File: src/rtl/audio_pkg.sv
// Shared types and tables for the audio note sequencer: FSM states, note field
// positions, the C-major half-period table and the note duration helper.
package audio_pkg;

    typedef enum logic [1:0] {
        ST_IDLE = 2'd0,
        ST_PLAY = 2'd1,
        ST_DONE = 2'd2
    } state_t;

    localparam int PITCH_MSB = 7;
    localparam int PITCH_LSB = 4;
    localparam int LEN_MSB   = 3;
    localparam int LEN_LSB   = 0;

    // round(25e6 / f) in clk cycles at 50 MHz; index 0 is the rest and is never toggled
    localparam logic [16:0] TONE_HALF [0:15] = '{
        17'd0,
        17'd95556, 17'd85131, 17'd75843, 17'd71586, 17'd63776, 17'd56818, 17'd50619,
        17'd47778, 17'd42566, 17'd37922, 17'd35793, 17'd31888, 17'd28409, 17'd25310,
        17'd23889
    };

    function automatic logic [15:0] note_ticks(input logic [7:0] tempo, input logic [3:0] len);
        logic [15:0] mult;
        if (len == 4'd0) begin
            mult = 16'd16;
        end else begin
            mult = {12'd0, len};
        end
        return 16'(({8'd0, tempo} + 16'd1) * mult);
    endfunction

endpackage

File: src/rtl/audio_player_tone_gen.sv
// Square-wave generator: toggles sq every `half` enabled cycles; clr forces
// the counter and output low.
module tone_gen (
    input  logic        clk,
    input  logic        reset,
    input  logic        en,
    input  logic        clr,
    input  logic [16:0] half,
    output logic        sq
);

    logic [16:0] cnt_r;

    // Half-period counter and output toggle flop
    always_ff @(posedge clk) begin
        if (!reset) begin
            cnt_r <= 17'd0;
            sq    <= 1'b0;
        end else if (clr) begin
            cnt_r <= 17'd0;
            sq    <= 1'b0;
        end else if (en) begin
            if (cnt_r >= half - 17'd1) begin
                cnt_r <= 17'd0;
                sq    <= ~sq;
            end else begin
                cnt_r <= cnt_r + 17'd1;
            end
        end
    end

endmodule

File: src/rtl/audio_player.sv
// Audio note sequencer downstream of the CPU control unit. Optional build
// macro AUDIO_GAP_EN silences the final tick of every note.
module audio_player
    import audio_pkg::*;
#(
    parameter int TICK_DIV   = 50000,
    parameter int TONE_SHIFT = 0
) (
    input  logic       clk,
    input  logic       reset,
    input  logic       audioreg,
    input  logic       audioact,
    input  logic       s_cont,
    input  logic [7:0] data_in,
    // continue strobe; the plain name is a reserved word
    output logic       cont,
    output logic       speaker,
    output logic       busy
);

    localparam int PW = (TICK_DIV > 1) ? $clog2(TICK_DIV) : 1;

    state_t         state_r;
    state_t         state_nxt_s;
    logic [7:0]     note_r;
    logic [7:0]     tempo_r;
    logic [3:0]     pitch_l_r;
    logic [15:0]    total_l_r;
    logic [PW-1:0]  presc_r;
    logic [15:0]    tick_r;
    logic [15:0]    tick_nxt_s;
    logic           presc_wrap_s;
    logic           last_tick_s;
    logic           run_s;
    logic [16:0]    half_raw_s;
    logic [16:0]    half_s;

    // Next-state logic and tone-generator run control
    always_comb begin
        state_nxt_s  = state_r;
        presc_wrap_s = (presc_r == PW'(TICK_DIV - 1));
        last_tick_s  = (tick_r == total_l_r - 16'd1);
        run_s        = 1'b0;
        if (presc_wrap_s) begin
            tick_nxt_s = tick_r + 16'd1;
        end else begin
            tick_nxt_s = tick_r;
        end
        case (state_r)
            ST_IDLE: begin
                if (audioact && !s_cont) begin
                    state_nxt_s = ST_PLAY;
                end else begin
                    state_nxt_s = ST_IDLE;
                end
            end
            ST_PLAY: begin
                if (!audioact) begin
                    state_nxt_s = ST_IDLE;
                end else if (presc_wrap_s && last_tick_s) begin
                    state_nxt_s = ST_DONE;
                end else begin
                    state_nxt_s = ST_PLAY;
                end
            end
            ST_DONE: state_nxt_s = ST_IDLE;
            default: state_nxt_s = ST_IDLE;
        endcase
        // Tone only runs while staying in PLAY on a pitched note
        if ((state_r == ST_PLAY) && (state_nxt_s == ST_PLAY) && (pitch_l_r != 4'd0)) begin
`ifdef AUDIO_GAP_EN
            run_s = (tick_nxt_s != total_l_r - 16'd1);
`else
            run_s = 1'b1;
`endif
        end else begin
            run_s = 1'b0;
        end
    end

    // Half-period lookup with speed-up shift, never below one cycle
    always_comb begin
        half_raw_s = TONE_HALF[pitch_l_r] >> TONE_SHIFT;
        if (half_raw_s == 17'd0) begin
            half_s = 17'd1;
        end else begin
            half_s = half_raw_s;
        end
    end

    // State, note/tempo registers, duration counters and status outputs
    always_ff @(posedge clk) begin
        if (!reset) begin
            state_r   <= ST_IDLE;
            note_r    <= 8'd0;
            tempo_r   <= 8'd0;
            pitch_l_r <= 4'd0;
            total_l_r <= 16'd0;
            presc_r   <= '0;
            tick_r    <= 16'd0;
            busy      <= 1'b0;
            cont      <= 1'b0;
        end else begin
            state_r <= state_nxt_s;
            if (audioreg) begin
                note_r <= data_in;
            end
            if (audioact && s_cont) begin
                tempo_r <= data_in;
            end
            if (state_r == ST_PLAY) begin
                presc_r <= presc_wrap_s ? '0 : presc_r + PW'(1);
                tick_r  <= tick_nxt_s;
            end else begin
                presc_r <= '0;
                tick_r  <= 16'd0;
            end
            // Latch uses the pre-update note_r, so a same-cycle load affects the next play
            if ((state_r == ST_IDLE) && (state_nxt_s == ST_PLAY)) begin
                pitch_l_r <= note_r[PITCH_MSB:PITCH_LSB];
                total_l_r <= note_ticks(tempo_r, note_r[LEN_MSB:LEN_LSB]);
            end
            busy <= (state_nxt_s == ST_PLAY) || (state_nxt_s == ST_DONE);
            cont <= (state_nxt_s == ST_DONE);
        end
    end

    tone_gen u_tone (
        .clk   (clk),
        .reset (reset),
        .en    (run_s),
        .clr   (!run_s),
        .half  (half_s),
        .sq    (speaker)
    );

endmodule

File: config.mk
export PLATFORM = sky130hd
export DESIGN_NAME = audio_player
export DESIGN_NICKNAME = d
export VERILOG_FILES = /design/src/rtl/audio_pkg.sv /design/src/rtl/audio_player_tone_gen.sv /design/src/rtl/audio_player.sv
export SDC_FILE = /design/constraint.sdc
export NUM_CORES = 1
export LEC_CHECK = 0
export ABC_AREA = 1
export BUFFER_PORTS_ARGS = -buffer_cell sky130_fd_sc_hd__buf_2
export CORE_ASPECT_RATIO = 1.5
export CORE_MARGIN = 10
export CORE_UTILIZATION = 40
export DETAILED_ROUTE_END_ITERATION = 6
export GPL_ROUTABILITY_DRIVEN = 0
export HOLD_SLACK_MARGIN = 0.12
export PLACE_DENSITY = 0.66
export SYNTH_ARGS = -nofsm -noshare
export SYNTH_HDL_FRONTEND = slang
export SYNTH_SLANG_ARGS = --single-unit
File: constraint.sdc
create_clock -name clk -period 4.1 [get_ports clk]
set_input_delay 0.205 -clock clk [delete_from_list [all_inputs] [get_ports clk]]
set_output_delay 0.205 -clock clk [all_outputs]
set_load 0.05 [all_outputs]
---- Word level (Yosys, flattened, before mapping) ----
Memories as Yosys holds them, arrays and structs flattened.
Index checks and enable logic that the tools add are counted.
storage, ports and cells
  flip-flop bits (word level) ............. 90
  bits in read-only memories .............. 272
  logic and storage cells ................. 58
  memories kept ........................... 1
operators by class
  add/sub/neg operators ................... 6
  multipliers ............................. 1
  order comparisons ....................... 2
  equality and inequality tests ........... 5
  muxes and demuxes ....................... 11
  bitwise logic cells ..................... 5
  reduce and logical (&&, ||, !) cells .... 16
memories
  memory           depth  width  rd ports  clocked after memory_dff  wr ports  RTL line            source
  (no name shown)  16     17     1         0                         0         audio_player.sv:83  half_raw_s = TONE_HALF[pitch_l_r] >> TONE_SHIFT;
operators by type and width
  kind                                                       count
  two-way mux 17 bit                                         3
  adder 16 x 1 -> 16 bit (second input constant)             2
  two-way mux 16 bit                                         2
  adder 17 x 1 -> 17 bit (second input constant)             1
  greater-or-equal comparator 17 bit                         1
  logical NOT 17 bit                                         1
  subtractor 17 x 1 -> 17 bit (second input constant)        1
  equality test 16 bit                                       1
  equality test 16 bit (second input constant)               1
  multiplier 9 x 16 -> 16 bit                                1
  subtractor 16 x 1 -> 16 bit (second input constant)        1
  adder 8 x 1 -> 9 bit (second input constant)               1
  logical AND 1 bit                                          6
  OR reduction 3 bit                                         2
  greater-or-equal comparator 5 bit (second input constant)  1
  two-way mux 5 bit                                          1
  NOT 4 -> 5 bit                                             1
  equality test 2 x 1 -> 1 bit (second input constant)       2
  logical NOT 4 bit                                          1
  two-way mux 2 bit                                          2
  NOT 1 bit                                                  4
  case mux 2 bit (2 select lines)                            1
  AND reduction 2 bit                                        2
  nonzero test 4 bit                                         1
  5 further kinds                                            6

---- Depth between registers and ports, before layout ----
Gate-level depths: netlist of the first run.
  depth after elaboration ................. 12
  depth in mapped cells ................... 29
  gate-level depth less buffers ........... 28

---- Modules after synthesis ----
A second synthesis of the first run with hierarchy kept.
second synthesis, totals
  cell total of the unflattened synthesis .. 1,094
  area total of the unflattened synthesis .. 7,463.4 um^2
modules (own cells, without submodules)
  module        times used  cells an instance  area an instance (um^2)  sequential area each (um^2)
  audio_player  1           850                5,748.0                  1,441.4
  tone_gen      1           244                1,715.4                  360.3

---- Worst setup path before layout of the first run ----
No wires, ideal clock.
  path type ............................... register -> register
  start ................................... register tempo_r[0]
  end ..................................... register total_l_r[15]
  library setup time ...................... 0.132 ns
  data arrival time ....................... 4.253 ns
  path slack .............................. -0.285 ns
  cell stages (with the launch flop) ...... 23
  path buffers ............................ 0
  period minus slack after synthesis ...... 4.385 ns
  path through ............................ dfxtp_1 > ha_1 > nand2_1 > inv_1 > nand3_1 > nor3_1 > inv_1 > nor2_1 > nand2_1 > fa_1 > fa_1 > fa_1 > inv_1 > ha_1 > ha_1 > a21oi_1 > o21ai_0 > a21oi_1 > o21ai_0 > nand2_1 > inv_1 > o21ai_0 > a21oi_1
on the way
  cells in the longest elaborated chain, start to end .. 2
ends and longest elaborated chain
  element                      RTL line             source
  start, declared              audio_player.sv:26   logic [7:0] tempo_r;
  start signal, assigned       audio_player.sv:109  tempo_r <= data_in;
  adder 8 x 1 -> 9 bit         audio_pkg.sv:31      return 16'(({8'd0, tempo} + 16'd1) * mult);
  multiplier 9 x 16 -> 16 bit  audio_pkg.sv:31
  end signal, assigned         audio_player.sv:121  total_l_r <= note_ticks(tempo_r, note_r[LEN_MSB:LEN_LSB]);
  end, declared                audio_player.sv:28   logic [15:0] total_l_r;
No other way between the ends.
A chain may end at the register's enable or synchronous reset.

---- Worst setup path after layout of the first run ----
  start ................................... register tempo_r[1]
  end ..................................... register total_l_r[10]
Same word-level chain as after synthesis.

==> results of run 1 <==
[metrics by stage]
step / std cells / setup WS [ns]
final: 1304 / -0.0560
after global routing: 1304 / -0.241
after floorplan: 1019 / -0.0166
after detailed placement: 1280 / -0.212
after global placement: 1280 / -0.136
after CTS: 1300 / -0.0910
[repair_timing]
action                     in CTS  in global routing
setup endpoints to repair      24                 28
hold endpoints to repair        4                  0
pin swaps                      33                 50
gates resized for setup        36                 58
setup buffers                   1                  4
hold buffers                    4                  0
[worst reg2reg max path, cell delays in order, from the launching register on]
cell	delay (ns)
dfxtp_2	0.36
ha_4	0.14
nand2_2	0.06
inv_2	0.08
nand3_4	0.09
nor3_4	0.13
inv_2	0.07
nor2_4	0.16
nand2_2	0.08
fa_1	0.53
inv_1	0.05
fa_1	0.49
fa_2	0.56
ha_4	0.21
ha_4	0.29
nand2_2	0.08
o21ai_2	0.18
a21oi_2	0.06
buf_4	0.14
xnor2_1	0.11
o21ai_1	0.13
inv_1	0.04
[kinds of logic after synthesis]
family | Yosys count
xor gates and xnor gates | 50
buffers and inverters | 196
DFF | 90
and+or+nand+nor | 442
adders and majority gates | 93
AOI/OAI and AO/OA | 148
[routing by layer]
metal  GRT usage (%)  up-vias  wire (um)
met5               0        -          0
met1            14.1     2952       6500
li1                -     3385          -
met4            6.66        0        546
met3            2.48       34        298
met2            29.0       57       9320
[power groups by stage]
stage / logic, uW / registers, uW / clock network, uW
after floorplan: 543 / 946 / 0
after global placement: 742 / 947 / 0
after detailed placement: 754 / 948 / 0
after CTS: 783 / 929 / 881
after global routing: 924 / 932 / 917
final: 814 / 930 / 861
[registers in the layout (all words and copies together) (netlist names)]
register	flops
presc_r	16
tempo_r	8
busy	1
pitch_l_r	4
note_r	8
cont	1
tick_r	16
u_tone.sq	1
state_r	2
total_l_r	16
u_tone.cnt_r	17
[cell usage in the layout (no fill, tap or decap), types with 18 or more instances in the layout]
| master | n |
|---|---|
| nand2_1 | 180 |
| inv_1 | 159 |
| nor2_1 | 122 |
| dfxtp_1 | 88 |
| ha_1 | 59 |
| a21oi_1 | 55 |
| buf_4 | 52 |
| o21ai_0 | 45 |
| nand3_1 | 42 |
| xor2_1 | 34 |
| nand4_1 | 19 |
| fa_1 | 18 |
[area by class of cell]
cell class              count  area, sq um
flip-flops and latches     90         1800
fillers                  1705         8920
well taps                 213          267
clock inverters             5         62.6
multi-input cells         733         4890
repair buffers             76          571
clock buffers              10          239
inverters                 177          669
[how the worst max path moves through the flow]
stage	endpoint	cells past startpoint
floorplan	total_l_r[15]	22
global placement	total_l_r[15]	22
detailed placement	total_l_r[15]	22
CTS	total_l_r[12]	21
global route	total_l_r[15]	22
finish	total_l_r[10]	21
==> flow_summary.toml, run 1 <==
[yosys]
synth_warnings = 0
yosysUniqueCellTypes = 52
synth-main-ff-cell = "dfxtp_1"
synthMuxAreaShare_pct = 0
yosysTopAreaCell = "dfxtp_1"
ys_ff_latch = 90
synth_fp_nets = 1125
synth.avg_cell_area_sq_um = 6.96
synth-edff-count = 0
synthAdderAreaFrac_pct = 18.7
synth_compound_area_share_pct = 11.5
async_flop_share_pct = 0
synth.most_common_cell = "nand2_1"
synth_xor_area_share_pct = 6.37
synth.area.top_cells = "dfxtp_1 (25%), ha_1 (13%), nand2_1 (10%), inv_1 (9.0%), nor2_1 (7.1%)"
synthesis.instances = 1019
synth_top_family_by_area = "simple AND/OR/NAND/NOR gates"
synth_area_sq_um = 7100
synthTopCellsByCount = "nand2_1 (191), inv_1 (170), nor2_1 (134)"
synth_top_area_share_pct = 25.4
synth-simple-area-share_pct = 27.1
ys_seq_area_share_pct = 25.4

[finish]
utilization_pct = 48.8
diodes = 0
fin_nets = 1193
area.growth.synth_to_final_pct = 19.8
drive_gt1_share_pct = 17.8
fin_area_sq_um = 8500

[timing]
period_share_pct = 101
fin_hold_ws_ns = 0.131
drv_slew = 0
fin_crit_ns = 4.16
fin_ws_ns = -0.0560
finalSetupViolCount = 2
worstMarginPinSlew_ns = 0.547
hold_viol = 0
fin_worst_skew_ns = 0.00888
slew_headroom_pct = 63.5
fmax_mhz = 241
rsz0062_at_grt = "yes"
fin_tns_setup_ns = -0.107

[worst_setup_path]
critPathSlowestCell = "fa_2"
critPathKind = "register to register"
arrival_ns = 4.41
cp-start-kind = "register"
path_buf_inv = 5
worstReg2RegEnd = "total_l_r[10]"
cp_max_fo = 4
cp_cell_sequence = "ha_4, nand2_2, inv_2, nand3_4, nor3_4, inv_2, nor2_4, nand2_2, fa_1, inv_1, fa_1, fa_2, ha_4, ha_4, nand2_2, o21ai_2, a21oi_2, buf_4, xnor2_1, o21ai_1, inv_1"
r2r_cells = 21
endpoint_kind = "register"
cp-startpoint = "tempo_r[1]"
crit_path_max_incr_delay_ns = 0.56
cp_data_required_time_ns = 4.35
cp_top_family = "adder cells"
r2r_start = "tempo_r[1]"
rrSetupSlack_ns = -0.06

[placed_design]
placed_area_sq_um = 7820
dp_hpwl_mm = 13.2
io_buffers = 15

[route]
wirelength_mm = 16.7
firstDrtPassIters = 4
avgViaCountPerCell = 4.93
wire_per_inst_um = 12.8
drcViolationCount = 0
num_vias = 6428
postRouteAntennaNets = 0
drtIter0Drc = 215

[power_and_ir_drop]
clkPwrFrac_pct = 33.0
power_uw = 2600
p_leak_uw = 0.00387
seqPwrFrac_pct = 35.7
ir_worst_vdd_uv = 204
powerDensity_nw_per_um2 = 306
pwr-share-comb_pct = 31.3
power_switching_uw = 879
switching_share_pct = 33.7
internal_power_uw = 1730

[clocking]
htreeDepth = 3
cts-root-buf = "clkbuf_16"
clock_latency_ns = 0.36
clk_pin_slew_ns = 0.07
cts_tree = "built"
cts.path.max_buffers = 2
clock_sinks = 90
numCtsBuffers = 9

[grt]
grt_max_degree = 30
overflow = 0
grt_util_all_layers_pct = 14.6
grt_pass1_wl_mm = 28.4
grt_pass1_vias = 6457
antenna_found_initial = 0

[floorplanning]
fp.dieW_um = 129
rows = 59
core-area_sq_um = 17400
io_pins = 16
die_y_um = 183
design.die.area_sq_um = 23600
start_util_pct = 40.7

[hold_path]
holdPathStages = 3
whs_endpoint = "note_r[7]"
hp-start = "audioreg"
hp-class = "input pin to register"

[status]
violations = "setup timing"
status = "finished, violations left"

[job]
cap_violations = 0
Note: power is estimated with default switching activity, not from simulation.
==> run 2, diff against run 1 <==
Settings changed: CORE_ASPECT_RATIO 1.5 to 0.5, CTS_CLUSTER_SIZE set to 24.
==> run 2 against run 1 <==
Effect of this change: the run still ends with setup timing left; routed wire length shrank 3.7%; largest power group unchanged; sequential cell count is the same; utilization grew 0.26 points; sequential power is essentially flat.
==> flow_summary.toml, run 2 (synthesis gave the netlist of run 1 again) <==
[status]
status = "finished, violations left"
violations = "setup timing"

[finish]
drive_gt1_share_pct = 18.0
fin_nets = 1188
diodes = 0
fin_area_sq_um = 8540
largest_reg_flops = 17
layout.cells.most_common = "nand2_1"
top_register = "u_tone.cnt_r"
final_cell_mix = "nand2_1 (178), inv_1 (156), nor2_1 (126), dfxtp_1 (86), ha_1 (56)"
area.growth.synth_to_final_pct = 20.3
final_cells = 1321

[power_and_ir_drop]
p_leak_uw = 0.00387
power_switching_uw = 893
internal_power_uw = 1660
switching_share_pct = 34.9
clkPwrFrac_pct = 31.0
pwr-share-comb_pct = 32.6
ir_worst_vdd_uv = 220
seqPwrFrac_pct = 36.4
powerDensity_nw_per_um2 = 300

[timing]
slew_headroom_pct = 63.3
finalSetupViolCount = 6
fin_worst_skew_ns = 0.0143
period_share_pct = 102
fin_ws_ns = -0.0994
fmax_mhz = 238
rsz0062_at_grt = "yes"
fin_crit_ns = 4.20
fin_tns_setup_ns = -0.435
hold_viol = 0
worstMarginPinSlew_ns = 0.550
drv_slew = 0

[hold_path]
hp-class = "input pin to register"
holdPathStages = 3

[placed_design]
dp_hpwl_mm = 12.3
io_buffers = 15
pre_cts_ws_ns = -0.270
dp.cells = 1290
placed_area_sq_um = 7760

[worst_setup_path]
endpoint = "total_l_r[15]"
critPathKind = "register to register"
critPathSlowestCell = "fa_1"
cp_max_fo = 4
cp_cell_sequence = "buf_6, nand4_1, nor2_1, nand2_1, o21ai_1, nand2_1, inv_2, buf_6, nand2_4, fa_1, fa_1, fa_1, inv_2, ha_4, ha_4, a21oi_4, o21ai_2, a21oi_2, o21ai_1, nand2_1, inv_2, o21ai_2, a21oi_1"
cp-startpoint = "tempo_r[1]"
r2r_cells = 23
r2r_start = "tempo_r[1]"
worstReg2RegEnd = "total_l_r[15]"
cp_data_required_time_ns = 4.31
arrival_ns = 4.41
endpoint_kind = "register"
rrSetupSlack_ns = -0.1
cp-start-kind = "register"
crit_path_max_incr_delay_ns = 0.51

[grt]
grt_max_degree = 30
grt_pass1_wl_mm = 27.4
overflow = 0
grt_util_all_layers_pct = 13.3
antenna_found_initial = 0
grt_pass1_vias = 6240

[clocking]
clk_pin_slew_ns = 0.07
cts_tree = "built"
clock_latency_ns = 0.35
cts.path.max_buffers = 2
numCtsBuffers = 9
htreeDepth = 3
clock_sinks = 90
cts-root-buf = "clkbuf_16"

[floorplanning]
fp.dieW_um = 208
core-area_sq_um = 17400
design.die.area_sq_um = 23800
start_util_pct = 40.8
die_y_um = 114
io_pins = 16
rows = 34

[route]
firstDrtPassIters = 4
wl_met1_mm = 7.73
num_vias = 6457
wire_per_inst_um = 12.1
drcViolationCount = 0
met2_length_mm = 7.73
maxUsedRoutingLayer = "met4"
wl_met3_um = 365
postRouteAntennaNets = 0
avgViaCountPerCell = 4.89
drtIter0Drc = 384
wirelength_mm = 16.0

[job]
cap_violations = 0
==> run 2: changes by cell type in the layout (fill, tap and decap cells not counted), sizes merged <==
cell / delta
clkbuf: -1
buf: -5
inv: +1
bufinv: -1
clkinv: +2
==> run 2: layer usage <==
| layer | vias to the layer above | track usage [%] |
|---|---|---|
| met3 | 13 | 2.45 |
| met4 | 0 | 3.74 |
| met1 | 2993 | 16.2 |
| met2 | 66 | 23.6 |
| li1 | 3385 | - |
| met5 | - | 0 |
==> run 2: what timing repair did <==
action	4_1_cts	5_1_grt
buffers inserted	6	7
endpoints found under the setup margin	7	27
hold endpoints to repair	4	0
pin swaps	25	52
cloned	0	0
hold buffers	4	0
gates resized for setup	31	74
==> run 2: per-stage QoR <==
step	power [uW]	util [%]	hold WS (ns)
final	2560	49.1	0.127
after global routing	2730	49.1	0.143
after CTS	2500	47.2	0.121
after detailed placement	1680	44.6	0.446
after global placement	1660	44.6	0.429
after floorplan	1490	-	0.340
==> run 2: layout make-up <==
| type | instances | area (sq um) |
|---|---|---|
| clock buffers | 9 | 225 |
| clock inverters | 7 | 53.8 |
| fillers | 1636 | 8860 |
| inverters | 177 | 667 |
| multi-input cells | 733 | 4950 |
| flip-flops and latches | 90 | 1810 |
| well taps | 234 | 293 |
| repair buffers | 71 | 541 |
==> run 2: how the worst min path moves through the flow <==
stage	start	slack, ns	end
2_1_floorplan	data_in[4]	0.34	note_r[4]
3_3_place_gp	presc_r[0]	0.43	presc_r[0]
3_5_place_dp	presc_r[0]	0.45	presc_r[0]
4_1_cts	data_in[2]	0.12	tempo_r[2]
5_1_grt	data_in[1]	0.14	tempo_r[1]
6_report	data_in[2]	0.13	tempo_r[2]
==> run 2: power by group through the flow <==
stage / logic (uW) / registers [uW] / clock network [uW]
2_1_floorplan: 543 / 946 / 0
3_3_place_gp: 716 / 948 / 0
3_5_place_dp: 734 / 948 / 0
4_1_cts: 755 / 929 / 814
5_1_grt: 941 / 935 / 852
6_report: 835 / 931 / 792
==> run 2: critical path, delay by kind of cell (launching register included) <==
kind | cells | cell delay [ns]
flops | 1 | 0.38
compound gates | 7 | 0.75
fa+ha+maj | 5 | 1.95
simple gates | 6 | 0.62
buf+inv | 5 | 0.38
==> run 3, diff against run 2 <==
Settings changed: CORE_ASPECT_RATIO 0.5 to unset, PLACE_DENSITY 0.66 to 0.62.
==> run 3 against run 2 <==
Effect of this change: the flow still finishes with violations (setup timing); critical path type unchanged; first-iteration DRC count is 45% lower; maximum frequency up 2.4%; utilization decreased by 0.95 points; critical path depth down 2; critical endpoint is now total_l_r[12]; routed wire length rose by 0.53%; largest power group unchanged; global-route usage increased by 0.56 points; setup slack improved by 0.099 ns; sequential share of layout area rose by 0.40 points; worst hold slack improved by 0.0018 ns.
==> flow_summary.toml, run 3 (synthesis gave the netlist of run 1 again) <==
[grt]
top_usage_layer = "met2"
grt_util_met3_pct = 2.55
grt_pass1_wl_mm = 27.7
grt_pass1_vias = 6038
antenna_found_initial = 0
met2_usage_pct = 23.6
met1_usage_pct = 17.2
grt_util_all_layers_pct = 13.8
grt_max_degree = 29
overflow = 0

[route]
avgViaCountPerCell = 4.80
drcViolationCount = 0
wirelength_mm = 16.1
wire_per_inst_um = 12.3
drtIter0Drc = 213
postRouteAntennaNets = 0
firstDrtPassIters = 4
num_vias = 6284

[floorplanning]
start_util_pct = 40.9
io_pins = 16
core-area_sq_um = 17400
die_y_um = 153
design.die.area_sq_um = 23500
fp.dieW_um = 153
rows = 48

[timing]
period_share_pct = 100
fin_ws_ns = -0.000595
rsz0062_at_grt = "yes"
fin_worst_skew_ns = 0.00831
slew_headroom_pct = 62.3
drv_slew = 0
hold_viol = 0
fmax_mhz = 244
fin_crit_ns = 4.10
fin_hold_ws_ns = 0.129
worstMarginPinSlew_ns = 0.564
finalSetupViolCount = 1

[worst_setup_path]
critPathSlowestCell = "fa_1"
arrival_ns = 4.34
r2r_start = "tempo_r[0]"
critPathKind = "register to register"
r2r_cells = 21
cp-start-kind = "register"
cp_cell_sequence = "ha_2, nand2_2, inv_2, nand3_4, nor3_4, inv_2, nor2_4, nand2_2, fa_1, inv_1, fa_1, fa_1, ha_4, ha_4, a21oi_2, o21ai_2, a21oi_2, o21ai_1, xor2_1, o21ai_1, inv_1"
cp_data_required_time_ns = 4.34
critPathMostFrequentCell = "fa_1"
cp_max_fo = 4
crit_path_max_incr_delay_ns = 0.54
worstReg2RegEnd = "total_l_r[12]"
endpoint_kind = "register"
rrSetupSlack_ns = -0.0006

[placed_design]
dp_hpwl_mm = 12.9
io_buffers = 15

[power_and_ir_drop]
powerDensity_nw_per_um2 = 306
seqPwrFrac_pct = 36.4
clkPwrFrac_pct = 32.4
ir_worst_vdd_uv = 204
p_leak_uw = 0.00384
internal_power_uw = 1670
pwr-share-comb_pct = 31.3
power_switching_uw = 881
switching_share_pct = 34.5
power_uw = 2550

[clocking]
htreeDepth = 3
clk_pin_slew_ns = 0.07
clock_sinks = 90
clock_latency_ns = 0.35
cts_tree = "built"
numCtsBuffers = 9
cts-root-buf = "clkbuf_16"
cts.path.max_buffers = 2

[finish]
area.growth.synth_to_final_pct = 17.7
largest_reg_flops = 17
fin_nets = 1185
fillers = 1742
seqCellArea_sq_um = 1810
diodes = 0
layout.cells.most_common = "nand2_1"
final_cell_mix = "nand2_1 (185), inv_1 (161), nor2_1 (126), dfxtp_1 (87), ha_1 (59)"
multi_input_area_sq_um = 4810
top_register = "u_tone.cnt_r"
drive_gt1_share_pct = 15.8

[hold_path]
holdPathStages = 3
whs_endpoint = "note_r[7]"
hp-start = "data_in[7]"
hp-class = "input pin to register"

[status]
violations = "setup timing"
status = "finished, violations left"

[job]
cap_violations = 0
[run 3: changes by cell type in the layout (fill, tap and decap cells not counted), sizes merged]
cell         delta
clkinv          -3
inv             +3
buf             -2
clkbuf          +1
clkinvlp        -1
dlygate4sd3     -1
[run 3: repair_timing]
| item | in CTS | in global routing |
|---|---|---|
| hold buffers | 3 | 0 |
| setup buffers | 2 | 3 |
| pin swaps | 22 | 20 |
| endpoints found under the setup margin | 25 | 27 |
| gates resized for setup | 35 | 26 |
| endpoints found under the hold margin | 3 | 0 |
[run 3: power groups by stage]
stage          logic [uW]  registers (uW)  clock network [uW]
4_1_cts               763             928                 858
3_5_place_dp          740             948                   0
3_3_place_gp          733             947                   0
6_report              799             929                 827
2_1_floorplan         543             946                   0
5_1_grt               916             933                 891
[run 3: layout make-up]
type / count / share of cell area (%)
clock buffer: 10 / 2.86
sequential: 90 / 21.6
multi-input combinational: 733 / 57.6
inverter: 177 / 7.99
clock inverter: 6 / 0.644
tap: 225 / 3.37
timing repair buffer: 68 / 5.90
[run 3: how the worst max path moves through the flow]
stage | start | end | slack, ns
2_1_floorplan | tempo_r[0] | total_l_r[15] | -0.02
5_1_grt | tempo_r[0] | total_l_r[12] | -0.24
4_1_cts | tempo_r[0] | total_l_r[12] | -0.03
3_3_place_gp | tempo_r[0] | total_l_r[15] | -0.12
3_5_place_dp | tempo_r[0] | total_l_r[15] | -0.23
6_report | tempo_r[0] | total_l_r[12] | -0.0006
[run 3: per-stage QoR]
step,util (%),setup slack [ns],TNS [ns],std cells,instance area (sq um)
floorplan,-,-0.0166,-0.0166,1019,7180
detailed placement,44.8,-0.226,-1.14,1285,7780
finish,48.1,-0.000595,-0.000595,1309,8350
global route,48.1,-0.241,-1.97,1309,8350
CTS,47.5,-0.0271,-0.0596,1306,8240
global placement,44.8,-0.115,-0.338,1285,7780
[run 3: routing by layer]
layer	vias up	wire, um
met5	-	0
met4	0	225
met3	18	373
met2	71	7660
met1	2826	7870
li1	3369	-
[run 3: worst max-delay path: cells and delay by family (launching register included)]
family	cells	cell delay, ns
adders and majority gates	6	2.21
AOI/OAI and AO/OA	5	0.57
and+or+nand+nor	5	0.48
DFF	1	0.33
buffers and inverters	4	0.25
xor gates and xnor gates	1	0.14
